[config.mk]
export PLATFORM = sky130hd
export DESIGN_NAME = mem_port_arbiter
export DESIGN_NICKNAME = d
export VERILOG_FILES = /design/src/rtl/mem_port_arbiter.sv
export SDC_FILE = /design/constraint.sdc
export NUM_CORES = 1
export LEC_CHECK = 0
export CORE_MARGIN = 4
export CORE_UTILIZATION = 41
export CTS_CLUSTER_SIZE = 14
export DETAILED_ROUTE_END_ITERATION = 10
export DONT_BUFFER_PORTS = 1
export HOLD_SLACK_MARGIN = 0.1
export SYNTH_ARGS = -nofsm -noshare
export SYNTH_HDL_FRONTEND = slang
export SYNTH_SLANG_ARGS = --single-unit
[constraint.sdc]
create_clock -name clk -period 3.5 [get_ports clk]
set_input_delay 0.7 -clock clk [delete_from_list [all_inputs] [get_ports clk]]
set_output_delay 0.7 -clock clk [all_outputs]
set_load 0.005 [all_outputs]
[src/rtl/mem_port_arbiter.sv]
// rtl/mem_port_arbiter.sv - shares one 128x16 single-port data memory between fetch (read-only) and load/store
module mem_port_arbiter #(
   parameter int DEPTH        = 128,
   parameter int STARVE_LIMIT = 4,
   parameter int CNT_W        = 3
) (
   input  logic        clk,
   input  logic        rst,
   input  logic        if_req,
   input  logic [15:0] if_addr,
   output logic        if_ready,
   output logic        if_rsp_valid,
   output logic [15:0] if_rdata,
   input  logic        ls_req,
   input  logic        ls_we,
   input  logic [15:0] ls_addr,
   input  logic [15:0] ls_wdata,
   output logic        ls_ready,
   output logic        ls_rsp_valid,
   output logic [15:0] ls_rdata,
   output logic        ls_err,
   output logic        mem_read_rq,
   output logic        mem_write_rq,
   output logic [15:0] mem_addr,
   output logic [15:0] mem_wdata,
   input  logic [15:0] mem_rdata,
   output logic        busy
);

   localparam logic [1:0] S_IDLE   = 2'd0;
   localparam logic [1:0] S_ACCESS = 2'd1;
   localparam logic [1:0] S_RESP   = 2'd2;

   logic [1:0]       state;
   logic             owner;      // 0 = fetch, 1 = load/store
   logic [15:0]      addr_q;
   logic [15:0]      wdata_q;
   logic             we_q;
   logic             err_q;
   logic [CNT_W-1:0] starve_cnt;
   logic [15:0]      if_rdata_q;
   logic [15:0]      ls_rdata_q;

   logic in_range;
   logic grant_if;
   logic in_access;

   assign in_range  = addr_q < 16'(DEPTH);
   assign in_access = (state == S_ACCESS);

   // Load/store has priority unless fetch has already lost STARVE_LIMIT times in a row.
   assign grant_if = if_req && (!ls_req || (starve_cnt == CNT_W'(STARVE_LIMIT)));

   always_ff @(posedge clk or negedge rst) begin
      if (!rst) begin
         state      <= S_IDLE;
         owner      <= 1'b0;
         addr_q     <= 16'h0;
         wdata_q    <= 16'h0;
         we_q       <= 1'b0;
         err_q      <= 1'b0;
         starve_cnt <= '0;
         if_rdata_q <= 16'h0;
         ls_rdata_q <= 16'h0;
      end else begin
         case (state)
            S_IDLE: begin
               if (if_req || ls_req) begin
                  owner   <= !grant_if;
                  addr_q  <= grant_if ? if_addr : ls_addr;
                  we_q    <= grant_if ? 1'b0 : ls_we;
                  wdata_q <= grant_if ? 16'h0 : ls_wdata;
                  state   <= S_ACCESS;
               end
               // A fetch request that is pending while load/store wins counts as a loss.
               if (if_req && !grant_if) begin
                  if (starve_cnt < CNT_W'(STARVE_LIMIT))
                     starve_cnt <= starve_cnt + CNT_W'(1);
               end else begin
                  starve_cnt <= '0;
               end
            end
            S_ACCESS: begin
               err_q <= !in_range;
               if (owner)
                  ls_rdata_q <= (in_range && !we_q) ? mem_rdata : 16'h0;
               else
                  if_rdata_q <= in_range ? mem_rdata : 16'h0;
               state <= S_RESP;
            end
            S_RESP: begin
               state <= S_IDLE;
            end
            default: begin
               state <= S_IDLE;
            end
         endcase
      end
   end

   assign if_ready     = in_access && !owner;
   assign ls_ready     = in_access && owner;
   assign if_rsp_valid = (state == S_RESP) && !owner;
   assign ls_rsp_valid = (state == S_RESP) && owner;
   assign ls_err       = (state == S_RESP) && err_q;

   assign mem_read_rq  = in_access && in_range && !we_q;
   assign mem_write_rq = in_access && in_range && we_q;
   assign mem_addr     = (in_access && in_range) ? addr_q : 16'h0;
   assign mem_wdata    = mem_write_rq ? wdata_q : 16'h0;

   assign if_rdata = if_rdata_q;
   assign ls_rdata = ls_rdata_q;
   assign busy     = (state != S_IDLE);

endmodule

==> summary.md <==
| Metric | Value |
|---|---|
| Clock Pin Slew Worst Setup and Hold Paths | `0.09 ns` |
| Largest net degree at the start of global routing | `73` |
| Hold WC Path Type | `in -> async` |
| Number of enable flip-flop cells after synthesis | `0` |
| Flop2flop setup slack | `1.39 ns` |
| First-pass GRT wire length | `14,600 um` |
| Hpwl dp | `6100 um` |
| Synthesis Warnings | `0` |
| First DRT Iteration DRCs | `134` |
| # nets final | `413` |
| Most common cell in the netlist | `dfrtp_1` |
| Post-synthesis cell type count | `36` |
| Total gr overflow | `0` |
| Hold_buf cts | `1` |
| DIE AREA | `10,500 sq um` |
| Status | `completed` |
| Worst-Skew Late Latency | `0.34 ns` |
| Post-synthesis cell area | `3650 sq um` |
| Clock buffer depth | `2` |
| Final Max Slew Viols | `0` |
| Row Count | `34` |
| Wire length per cell | `19.9 um` |
| Unrepaired setup endpoints after global routing | `false` |
| Core area | `8680 sq um` |
| Lkg Pwr | `1.69 nW` |
| Initial antenna violation count | `0` |
| TritonCTS clock tree | `built` |
| CTS Buf Count | `9` |
| FF+latch count, synth | `72` |
| Number of H-tree levels | `3` |
| DR vias | `2,696` |
| Setup Skew | `0.0157 ns` |
| Port-buffer cells | `0` |
| Vias in the first global route | `2,753` |
| Area share of the largest cell type after synthesis | `49.4%` |
| Mapped Avg Cell Area | `10.2 sq um` |
| RD Place Congestion | `0.778` |
| Layout area overhead | `6.72%` |
| Crit path from | `state[1]` |
| Drt drc | `0` |
| Worst vdd ir | `0.422 mV` |
| FF/Latch Area | `1800 sq um` |
| Tot GR Track Use | `17.7%` |
| Worst EP required | `2.80 ns` |
| Routed vias/inst | `5.93` |
| TritonRoute pass-1 iters | `4` |
| Fmax | `0.351 GHz` |
| Reg2reg path depth | `4` |
| Pre-CTS WS | `0.968 ns` |
| Share of cells above drive strength 1 | `14.1%` |
| Pwr per Cell Area | `758 nW/um^2` |
| Async SR Flop Fraction | `100%` |
| Type of origin of the critical path | `flop` |
| Setup CP Type | `reg -> out` |
| Diode count | `0` |
| Worst reg2reg endpoint | `starve_cnt[0]` |
| Worst slew pin tran | `1.01 ns` |
| Total clock sinks | `72` |
| Sequential fraction of the synthesis area | `49.4%` |
| Synth area leader | `dfrtp_1` |
| Setup Total Neg Slack | `0 ns` |
| Multi-input gate area in the final layout | `1560 sq um` |
| Num ports | `141` |
| Die X | `102 um` |
| Finish-stage setup viols | `0` |
| Synth Instances | `358` |
| CTS Root Buffer Type | `clkbuf_8` |
| Max-slew headroom | `32.4%` |
| Tcrit/Tclk final | `81.4%` |
| Antenna viol nets, final | `0` |
| Main flop type after synthesis | `dfrtp_1` |
| CP endpoint kind | `primary output` |
| R2R Path Start | `state[1]` |
| # Max-Cap Violations | `0` |
| Starting density of the core | `42.0%` |
| Commonest cells in the synthesized netlist | `72 x dfrtp_1, 33 x nand3_1, 32 x nand4_1` |
| Final WS setup | `0.651 ns` |
| Die Y | `102 um` |
| Top post-synthesis cells by area | `dfrtp_1 49%, nand4_1 5.5%, nand3_1 4.5%, mux2i_1 4.4%, o2bb2ai_1 4.1%` |
| Fin crit period | `2.85 ns` |
| Fillers | `875` |
| Post-Route WL | `9060 um` |
| Buffers inserted by post-CTS timing repair | `0` |
| CP Max Fanout | `26` |
| Worst Path Arrival | `2.15 ns` |
| Post-cts sizing count | `0` |
| Final Hold Viols | `0` |
routing by layer:
layer	vias up	GRT usage (%)	part of all wire, %
li1	1254	-	-
met1	1323	23.8	43
met2	111	27.1	46
met3	8	5.26	10
met4	0	6.46	0.83
met5	-	0	0
stage by stage:
step | cell area (sq um) | hold WS, ns | power, W | cells | utilization, %
floorplan | 3680 | 0.404 | 0.00198 | 366 | -
global route | 3890 | 0.238 | 0.00315 | 455 | 44.9
CTS | 3890 | 0.241 | 0.00298 | 455 | 44.9
finish | 3890 | 0.228 | 0.00295 | 455 | 44.9
global placement | 3640 | 0.406 | 0.00219 | 438 | 41.9
detailed placement | 3640 | 0.406 | 0.00221 | 438 | 41.9
state kept, by name, summed over array words and instances, names as in the netlist:
name and cells:
owner 1, ls_rdata 16, if_rdata 16, starve_cnt 3, err_q 1, wdata_q 16
addr_q 16, state 2, we_q 1
cells in the final DEF (no fill, tap or decap), types with 2 or more instances in the layout:
cell type and n:
buf_4 8, nand3_1 33, a31o_2 16, a21oi_1 2, inv_1 21, and2_1 9, and3_1 17, ha_1 2
nand4_1 32, conb_1 9, mux2i_1 16, dfrtp_1 72, o2bb2ai_1 17, bufinv_16 2, nor2b_1 16, and2b_1 2
o21ai_0 19, o211ai_1 16, nor2_1 5, nand2_1 2, clkbuf_8 10, and3b_1 2
cell type report:
type	count	area share [%]
inverter	21	2.03
multi-input combinational	229	40.1
clock inverter	6	2.31
timing repair buffer	9	2.25
tap	108	3.47
sequential	72	46.3
clock buffer	10	3.54
critical path, cell delays in order (launching register included):
cell and delay, ns:
dfrtp_1 0.47, nor2b_1 0.28, and4_1 0.77, and3_1 0.29
how the worst max path moves through the flow:
stage	slack (ns)	cells past startpoint	to
3_5_place_dp	0.97	3	mem_wdata[0]
5_1_grt	0.40	3	mem_wdata[0]
4_1_cts	0.58	3	mem_wdata[0]
2_1_floorplan	1.38	5	mem_wdata[10]
6_report	0.65	3	mem_wdata[0]
3_3_place_gp	1.07	3	mem_wdata[14]
logic make-up (layout without fill, tap and decap cells):
kind of cell	count (synthesis)	in the layout	synth area share (%)
AO/OA/AOI/OAI	73	73	14.8
adder cells (fa/ha/maj)	2	2	0.686
buffers and inverters	65	46	8.82
flip-flops	72	72	49.4
multiplexers	17	17	4.70
other	1	9	0.103
AND/OR/NAND/NOR	128	128	21.5
report_power, final:
part	switching [W]	internal, W	total [W]
clock	0.000319	0.000424	0.000743
combinational	0.000601	0.000348	0.000949
sequential	0.000191	0.00107	0.00126
total	0.00111	0.00184	0.00295
No activity file was read; power rests on OpenSTA's default activity.
